## config.mk

```make
export PLATFORM = sky130hd
export DESIGN_NAME = ft_shadow_recovery_flat
export DESIGN_NICKNAME = d
export VERILOG_FILES = /design/src/rtl/ft_shadow_recovery_if.sv /design/src/rtl/ft_shadow_recovery.sv /design/src/flat_wrapper.sv
export SDC_FILE = /design/constraint.sdc
export NUM_CORES = 2
export LEC_CHECK = 0
export ABC_AREA = 1
export BUFFER_PORTS_ARGS = -buffer_cell sky130_fd_sc_hd__buf_2
export CAP_MARGIN = 40
export CORE_ASPECT_RATIO = 0.9
export CORE_UTILIZATION = 40
export DETAILED_ROUTE_END_ITERATION = 12
export PLACE_DENSITY = 0.57
export REMOVE_ABC_BUFFERS = 1
export SLEW_MARGIN = 20
export SYNTH_ARGS = -nofsm -noshare
export SYNTH_HDL_FRONTEND = slang
export SYNTH_SLANG_ARGS = --single-unit
```

## constraint.sdc

```tcl
create_clock -name clk_i -period 5.4 [get_ports clk_i]
set_input_delay 1.08 -clock clk_i [delete_from_list [all_inputs] [get_ports clk_i]]
set_output_delay 1.08 -clock clk_i [all_outputs]
set_load 0.02 [all_outputs]
```

## src/rtl/ft_shadow_recovery_if.sv

```systemverilog
// Writeback-compare, debug-port and status bundle between the lockstep wrapper
// and the shadow-recovery unit.
interface ft_shadow_recovery_if;
  logic        we_a_i;
  logic        we_b_i;
  logic [4:0]  addr_a_i;
  logic [4:0]  addr_b_i;
  logic [31:0] data_a_i;
  logic [31:0] data_b_i;
  logic [31:0] pc_i;
  logic        halted_i;
  logic        halt_o;
  logic        resume_o;
  logic        dbg_we_o;
  logic [14:0] dbg_addr_o;
  logic [31:0] dbg_wdata_o;
  logic        core_rst_no;
  logic        busy_o;
  logic        fatal_o;
  logic [15:0] err_cnt_o;

  modport master (
    output we_a_i, we_b_i, addr_a_i, addr_b_i, data_a_i, data_b_i, pc_i, halted_i,
    input  halt_o, resume_o, dbg_we_o, dbg_addr_o, dbg_wdata_o,
    input  core_rst_no, busy_o, fatal_o, err_cnt_o
  );

  modport slave (
    input  we_a_i, we_b_i, addr_a_i, addr_b_i, data_a_i, data_b_i, pc_i, halted_i,
    output halt_o, resume_o, dbg_we_o, dbg_addr_o, dbg_wdata_o,
    output core_rst_no, busy_o, fatal_o, err_cnt_o
  );
endinterface

```

## src/rtl/ft_shadow_recovery.sv

```systemverilog
// Lockstep writeback comparator with a shadow GPR file; on divergence it halts
// both cores, replays agreed GPRs and PC over the debug port, then resumes.
module ft_shadow_recovery #(
  parameter int          NREGS    = 32,
  parameter logic [14:0] GPR_BASE = 15'h0400,
  parameter logic [14:0] NPC_ADDR = 15'h2000,
  parameter int          HALT_TMO = 64
) (
  input logic                 clk_i,
  input logic                 rst_ni,
  ft_shadow_recovery_if.slave bus
);

  localparam int IDX_W = $clog2(NREGS);
  localparam int TMO_W = $clog2(HALT_TMO + 1);
  localparam logic [IDX_W-1:0] LAST_IDX = IDX_W'(NREGS - 1);
  localparam logic [TMO_W-1:0] TMO_LAST = TMO_W'(HALT_TMO - 1);
  localparam logic [5:0]       NREGS_W  = 6'(NREGS);

  typedef enum logic [2:0] {
    S_IDLE   = 3'd0,
    S_HALT   = 3'd1,
    S_GPR    = 3'd2,
    S_NPC    = 3'd3,
    S_RESUME = 3'd4,
    S_RUN    = 3'd5,
    S_FATAL  = 3'd6
  } state_e;

  state_e           state_r, state_s;
  logic [IDX_W-1:0] idx_r, idx_s;
  logic [TMO_W-1:0] tmo_r, tmo_s;
  logic [31:0]      shadow_r [NREGS];
  logic [31:0]      spc_r;
  logic             mismatch_s;
  logic             shadow_we_s;
  logic             spc_we_s;

  logic             halt_r, halt_s;
  logic             resume_r, resume_s;
  logic             dbg_we_r, dbg_we_s;
  logic [14:0]      dbg_addr_r, dbg_addr_s;
  logic [31:0]      dbg_wdata_r, dbg_wdata_s;
  logic             core_rst_n_r, core_rst_n_s;
  logic             busy_r, busy_s;
  logic             fatal_r, fatal_s;
  logic [15:0]      err_cnt_r, err_cnt_s;

  // Stream compare and shadow/PC capture enables (only meaningful in IDLE).
  always_comb begin
    mismatch_s  = (bus.we_a_i != bus.we_b_i) |
                  (bus.we_a_i & ((bus.addr_a_i != bus.addr_b_i) |
                                 (bus.data_a_i != bus.data_b_i)));
    shadow_we_s = 1'b0;
    spc_we_s    = 1'b0;
    if ((state_r == S_IDLE) && !mismatch_s) begin
      spc_we_s    = 1'b1;
      shadow_we_s = bus.we_a_i && (bus.addr_a_i != 5'd0) &&
                    ({1'b0, bus.addr_a_i} < NREGS_W);
    end else begin
      spc_we_s    = 1'b0;
      shadow_we_s = 1'b0;
    end
  end

  // Recovery FSM next-state, replay index and timeout counter.
  always_comb begin
    state_s = state_r;
    idx_s   = idx_r;
    tmo_s   = tmo_r;
    case (state_r)
      S_IDLE: begin
        if (mismatch_s) begin
          state_s = S_HALT;
          tmo_s   = '0;
        end else begin
          state_s = S_IDLE;
        end
      end
      S_HALT: begin
        if (bus.halted_i) begin
          state_s = S_GPR;
          idx_s   = IDX_W'(1);
        end else if (tmo_r == TMO_LAST) begin
          state_s = S_FATAL;
        end else begin
          tmo_s = tmo_r + TMO_W'(1);
        end
      end
      S_GPR: begin
        if (!bus.halted_i) begin
          state_s = S_HALT;
          idx_s   = IDX_W'(1);
          tmo_s   = '0;
        end else if (idx_r == LAST_IDX) begin
          state_s = S_NPC;
        end else begin
          idx_s = idx_r + IDX_W'(1);
        end
      end
      S_NPC: begin
        if (!bus.halted_i) begin
          state_s = S_HALT;
          idx_s   = IDX_W'(1);
          tmo_s   = '0;
        end else begin
          state_s = S_RESUME;
        end
      end
      S_RESUME: begin
        state_s = S_RUN;
        tmo_s   = '0;
      end
      S_RUN: begin
        if (!bus.halted_i) begin
          state_s = S_IDLE;
        end else if (tmo_r == TMO_LAST) begin
          state_s = S_FATAL;
        end else begin
          tmo_s = tmo_r + TMO_W'(1);
        end
      end
      S_FATAL: begin
        state_s = S_FATAL;
      end
      default: begin
        state_s = S_FATAL;
      end
    endcase
  end

  // Output values for the coming cycle, derived from the next state so every port is a flop.
  always_comb begin
    halt_s       = (state_s == S_HALT) || (state_s == S_GPR) || (state_s == S_NPC);
    resume_s     = (state_s == S_RESUME);
    core_rst_n_s = (state_s != S_FATAL);
    fatal_s      = (state_s == S_FATAL);
    busy_s       = (state_s != S_IDLE);
    dbg_we_s     = 1'b0;
    dbg_addr_s   = 15'd0;
    dbg_wdata_s  = 32'd0;
    if (state_s == S_GPR) begin
      dbg_we_s    = 1'b1;
      dbg_addr_s  = GPR_BASE + 15'({idx_s, 2'b00});
      dbg_wdata_s = shadow_r[idx_s];
    end else if (state_s == S_NPC) begin
      dbg_we_s    = 1'b1;
      dbg_addr_s  = NPC_ADDR;
      dbg_wdata_s = spc_r;
    end else begin
      dbg_we_s    = 1'b0;
      dbg_addr_s  = 15'd0;
      dbg_wdata_s = 32'd0;
    end
  end

  // Saturating divergence counter, stepped on each IDLE->HALT transition.
  always_comb begin
    err_cnt_s = err_cnt_r;
    if ((state_r == S_IDLE) && (state_s == S_HALT) && (err_cnt_r != 16'hFFFF)) begin
      err_cnt_s = err_cnt_r + 16'd1;
    end else begin
      err_cnt_s = err_cnt_r;
    end
  end

  // FSM state, replay index and timeout registers.
  always_ff @(posedge clk_i or negedge rst_ni) begin
    if (!rst_ni) begin
      state_r <= S_IDLE;
      idx_r   <= '0;
      tmo_r   <= '0;
    end else begin
      state_r <= state_s;
      idx_r   <= idx_s;
      tmo_r   <= tmo_s;
    end
  end

  // Shadow GPR file and last agreed PC.
  always_ff @(posedge clk_i or negedge rst_ni) begin
    if (!rst_ni) begin
      for (int i = 0; i < NREGS; i++) begin
        shadow_r[i] <= 32'd0;
      end
      spc_r <= 32'd0;
    end else begin
      if (shadow_we_s) begin
        shadow_r[bus.addr_a_i[IDX_W-1:0]] <= bus.data_a_i;
      end
      if (spc_we_s) begin
        spc_r <= bus.pc_i;
      end
    end
  end

  // Registered outputs.
  always_ff @(posedge clk_i or negedge rst_ni) begin
    if (!rst_ni) begin
      halt_r       <= 1'b0;
      resume_r     <= 1'b0;
      dbg_we_r     <= 1'b0;
      dbg_addr_r   <= 15'd0;
      dbg_wdata_r  <= 32'd0;
      core_rst_n_r <= 1'b1;
      busy_r       <= 1'b0;
      fatal_r      <= 1'b0;
      err_cnt_r    <= 16'd0;
    end else begin
      halt_r       <= halt_s;
      resume_r     <= resume_s;
      dbg_we_r     <= dbg_we_s;
      dbg_addr_r   <= dbg_addr_s;
      dbg_wdata_r  <= dbg_wdata_s;
      core_rst_n_r <= core_rst_n_s;
      busy_r       <= busy_s;
      fatal_r      <= fatal_s;
      err_cnt_r    <= err_cnt_s;
    end
  end

  assign bus.halt_o      = halt_r;
  assign bus.resume_o    = resume_r;
  assign bus.dbg_we_o    = dbg_we_r;
  assign bus.dbg_addr_o  = dbg_addr_r;
  assign bus.dbg_wdata_o = dbg_wdata_r;
  assign bus.core_rst_no = core_rst_n_r;
  assign bus.busy_o      = busy_r;
  assign bus.fatal_o     = fatal_r;
  assign bus.err_cnt_o   = err_cnt_r;

endmodule

```

## src/flat_wrapper.sv

```systemverilog
// flat-port wrapper written by rule: the top's interface ports become plain ports
module ft_shadow_recovery_flat 
#(
  parameter int          NREGS    = 32,
  parameter logic [14:0] GPR_BASE = 15'h0400,
  parameter logic [14:0] NPC_ADDR = 15'h2000,
  parameter int          HALT_TMO = 64
)
  (clk_i, rst_ni, bus_we_a_i, bus_we_b_i, bus_addr_a_i, bus_addr_b_i, bus_data_a_i, bus_data_b_i, bus_pc_i, bus_halted_i, bus_halt_o, bus_resume_o, bus_dbg_we_o, bus_dbg_addr_o, bus_dbg_wdata_o, bus_core_rst_no, bus_busy_o, bus_fatal_o, bus_err_cnt_o);
  ft_shadow_recovery_if bus_i ();
  input logic clk_i;
  input logic rst_ni;
  input wire logic [$bits(bus_i.we_a_i)-1:0] bus_we_a_i;
  input wire logic [$bits(bus_i.we_b_i)-1:0] bus_we_b_i;
  input wire logic [$bits(bus_i.addr_a_i)-1:0] bus_addr_a_i;
  input wire logic [$bits(bus_i.addr_b_i)-1:0] bus_addr_b_i;
  input wire logic [$bits(bus_i.data_a_i)-1:0] bus_data_a_i;
  input wire logic [$bits(bus_i.data_b_i)-1:0] bus_data_b_i;
  input wire logic [$bits(bus_i.pc_i)-1:0] bus_pc_i;
  input wire logic [$bits(bus_i.halted_i)-1:0] bus_halted_i;
  output wire logic [$bits(bus_i.halt_o)-1:0] bus_halt_o;
  output wire logic [$bits(bus_i.resume_o)-1:0] bus_resume_o;
  output wire logic [$bits(bus_i.dbg_we_o)-1:0] bus_dbg_we_o;
  output wire logic [$bits(bus_i.dbg_addr_o)-1:0] bus_dbg_addr_o;
  output wire logic [$bits(bus_i.dbg_wdata_o)-1:0] bus_dbg_wdata_o;
  output wire logic [$bits(bus_i.core_rst_no)-1:0] bus_core_rst_no;
  output wire logic [$bits(bus_i.busy_o)-1:0] bus_busy_o;
  output wire logic [$bits(bus_i.fatal_o)-1:0] bus_fatal_o;
  output wire logic [$bits(bus_i.err_cnt_o)-1:0] bus_err_cnt_o;
  assign bus_i.we_a_i = bus_we_a_i;
  assign bus_i.we_b_i = bus_we_b_i;
  assign bus_i.addr_a_i = bus_addr_a_i;
  assign bus_i.addr_b_i = bus_addr_b_i;
  assign bus_i.data_a_i = bus_data_a_i;
  assign bus_i.data_b_i = bus_data_b_i;
  assign bus_i.pc_i = bus_pc_i;
  assign bus_i.halted_i = bus_halted_i;
  assign bus_halt_o = bus_i.halt_o;
  assign bus_resume_o = bus_i.resume_o;
  assign bus_dbg_we_o = bus_i.dbg_we_o;
  assign bus_dbg_addr_o = bus_i.dbg_addr_o;
  assign bus_dbg_wdata_o = bus_i.dbg_wdata_o;
  assign bus_core_rst_no = bus_i.core_rst_no;
  assign bus_busy_o = bus_i.busy_o;
  assign bus_fatal_o = bus_i.fatal_o;
  assign bus_err_cnt_o = bus_i.err_cnt_o;
  ft_shadow_recovery #(.NREGS(NREGS), .GPR_BASE(GPR_BASE), .NPC_ADDR(NPC_ADDR), .HALT_TMO(HALT_TMO)) u_core (.clk_i(clk_i), .rst_ni(rst_ni), .bus(bus_i));
endmodule
```

==> run metrics <==
status complete, no violations; Final #Nets 7383; register area share after synthesis roughly 50%; leakage 29.63 nW; Rel. slew slack 28.23%; top routing layer in use met4; hold_buf cts 0; Final Hold Vio Count 0; Worst Tran Pin Value 1.076 ns; Post-synth EDFFs 0; Comb power frac a little over a third; CP required approximately 6 ns; max_cap viols 0; vias in the first global route around 47000; initial antenna violation count 2; Clk network pwr share 29.6%; GR Overflow Total 0; Layout area overhead 10.04%; YS warnings 0; Fill cells 14290; first-pass GRT wire length about 300 mm; Die Span Y 362.1 um; largest net degree at the start of global routing around 190; Crit Path Max Fanout 73; Clock Skew 0.02949 ns; Overall Power 28.65 mW; Iteration-0 DRC Markers between 6000 and 7000; Post-DRT Antenna Nets 0; Longest Clk Path Bufs 3; Max Freq 271.8 MHz; Fin Setup TNS 0 ns; Max VDD drop between 300 and 400 uV; via count 50380; post-layout minimum cycle time 3.679 ns; Worst setup EP type flip-flop; count of buffers from port buffering ~170; final worst-path cycle share 68.14%; CTS tree done; vias per cell between 5 and 6; hold slack 0.3753 ns; Worst Path Arrival 4.34 ns; net switching power 11.29 mW; area occupied by multi-input gates between 20000 and 25000 sq um; Reg power frac 34.0%; async set-reset flop share out of synthesis 100.0%; Seq cells post-synth 1132; clk slew on worst S/H paths 0.06 ns; post-synthesis cell area 57640 sq um; clock tree sinks ~1100; Hold WC Path Type flip-flop to flip-flop; gpl congestion 0.8305; WS Path Type flip-flop to flip-flop; Final setup viols 0; post-DP HPWL around 110 mm; Inst Count DP 9007; sw frac 39.42%; synthesized area per cell 7.710 sq um; internal power 17.36 mW; Total Routing Usage GR 27.03%; metal3 WL 15.99 mm; drt pass-1 iters 6; dominant register cell in the synthesized netlist dfrtp_1; wire per inst 21.45 um; post-CTS setup repair buffer count 0; post-CTS resize count 0; Metal-1 WL 90.36 mm; Setup crit start kind flip-flop; I/O Pins 180; Worst-Skew Late Latency 0.75 ns; Die W 402.2 um; Initial Util around two fifths; Syn Inst Count 7476; drt drc 0; Rows 131; CTS root buf clkbuf_16; Max Slew Vio Count 0; met2 wire len 86.86 mm; synth unique cells 37; cts bufs inserted about 120; die area about 150000 sq um; Core Area 142400 sq um; H-tree Lvls 3; Pwr Density 451.7 nW/um^2; WL final 198.0 mm; RSZ-0062 raised after global routing no; Non-Filler Instances 9230; ratio of cells with drive above 1 in the final layout 8.174%; register area 28330 sq um
-- per-layer routing --
metal | vias up | track usage [%]
li1 | 23600 | -
met1 | 24500 | 39.33
met2 | 2019 | 41.78
met3 | 267 | 4.343
met4 | 0 | 6.765
met5 | - | 0
-- cells by family (layout without fill, tap and decap cells) --
| family | Yosys count | count (layout) | synth area share [%] |
|---|---|---|---|
| AND/OR/NAND/NOR | 3484 | 3484 | 27.64 |
| buffers and inverters | 1797 | 1679 | 13.59 |
| flip-flops | 1132 | 1132 | 49.14 |
| AO/OA/AOI/OAI | 1028 | 1028 | 9.080 |
| XOR/XNOR | 31 | 31 | 0.4710 |
| adder cells (fa/ha/maj) | 3 | 3 | 0.06513 |
| other | 1 | 11 | 0.006506 |
-- critical path, cell delays in order, from the launching register on --
cell and delay (ns):
dfrtp_1 0.45, ha_1 0.27, nand4_2 0.21, inv_1 0.10
nand2_1 0.05, nand3_1 0.11, nand2_4 0.33, inv_8 0.60
buf_4 0.57, nand3_1 0.16, nand3_1 0.10, nand3_1 0.11
nand2_1 0.26, nand2_1 0.09, nand3_1 0.09
-- cell type report --
cell class	instances	area share [%]
multi-input combinational	4554	34.10
inverter	1134	6.754
clock buffer	177	5.594
tap	1862	3.673
timing repair buffer	328	4.513
antenna	3	0.01184
clock inverter	40	0.6904
sequential	1132	44.66
-- flip-flops by register name, summed over array words and instances (netlist names) --
signal / flops
u_core.bus.halt_o: 1
u_core.spc_r: 32
u_core.bus.dbg_wdata_o: 32
u_core.bus.err_cnt_o: 16
u_core.bus.dbg_we_o: 1
u_core.bus.core_rst_no: 1
u_core.bus.dbg_addr_o: 7
u_core.bus.fatal_o: 1
u_core.bus.busy_o: 1
u_core.state_r: 3
u_core.bus.resume_o: 1
u_core.idx_r: 5
u_core.shadow_r: 1024
u_core.tmo_r: 7
-- cell usage in the layout, fill, tap and decap left out, types with 31 or more instances in the layout --
cell | netlist | final
buf_12 | 2 | 55
nand2_1 | 1912 | 1909
o21ai_0 | 215 | 214
nand4_1 | 494 | 494
buf_2 | 239 | 170
buf_4 | 18 | 93
clkbuf_16 | 0 | 121
o21ai_1 | 781 | 780
clkbuf_8 | 0 | 31
dfrtp_1 | 1131 | 1131
inv_1 | 1125 | 1120
nand3_4 | 25 | 32
nor2_1 | 76 | 73
nand3_1 | 961 | 960
-- power groups by stage --
stage	clock network (mW)	registers [mW]	logic, mW
final	8.48	9.75	10.4
after global routing	8.94	9.83	11.5
after CTS	8.62	9.73	10.3
after detailed placement	0	9.88	10.3
after global placement	0	9.87	10.2
after floorplan	0	9.89	6.23
-- Yosys cell counts, drive strengths merged (2+ instances only) --
cell type / count / area share [%]
nand2: 1914 / 12
a21oi: 4 / 0.035
nor3: 2 / 0.017
or2: 2 / 0.022
xnor2: 25 / 0.38
o22ai: 4 / 0.043
buf: 381 / 4.4
xor2: 6 / 0.091
ha: 3 / 0.065
dfrtp: 1131 / 49
nand4: 495 / 5.4
inv: 1133 / 7.4
o21ai: 1016 / 9.0
clkbuf: 282 / 1.8
nor2: 77 / 0.51
nand3: 993 / 9.2
-- per-stage QoR --
stage / worst slack [ns] / cell area, sq um / util (%)
6_report: 1.721 / 63430 / 44.53
5_1_grt: 1.500 / 63420 / 44.53
4_1_cts: 1.839 / 63360 / 44.49
3_5_place_dp: 1.074 / 59380 / 41.69
3_3_place_gp: 1.018 / 59120 / 41.51
2_1_floorplan: -20.05 / 54100 / -
-- path summary, 6_finish.rpt --
path	end	slack (ns)	from	depth (start not counted)
setup reg to reg	u_core.bus.dbg_wdata_o[13]$_DFF_PN0_	1.72	u_core.idx_r[0]$_DFF_PN0_	14
hold / removal	u_core.shadow_r[1012]$_DFFE_PN0P_	0.38	u_core.shadow_r[1012]$_DFFE_PN0P_	0
hold reg to reg	u_core.shadow_r[1012]$_DFFE_PN0P_	0.38	u_core.shadow_r[1012]$_DFFE_PN0P_	0
max in group asynchronous	u_core.shadow_r[432]$_DFFE_PN0P_	3.58	rst_ni	2
setup / recovery	u_core.bus.dbg_wdata_o[13]$_DFF_PN0_	1.72	u_core.idx_r[0]$_DFF_PN0_	14
min in group asynchronous	u_core.shadow_r[617]$_DFFE_PN0P_	0.41	rst_ni	1
(Power assumes the default switching activity.)
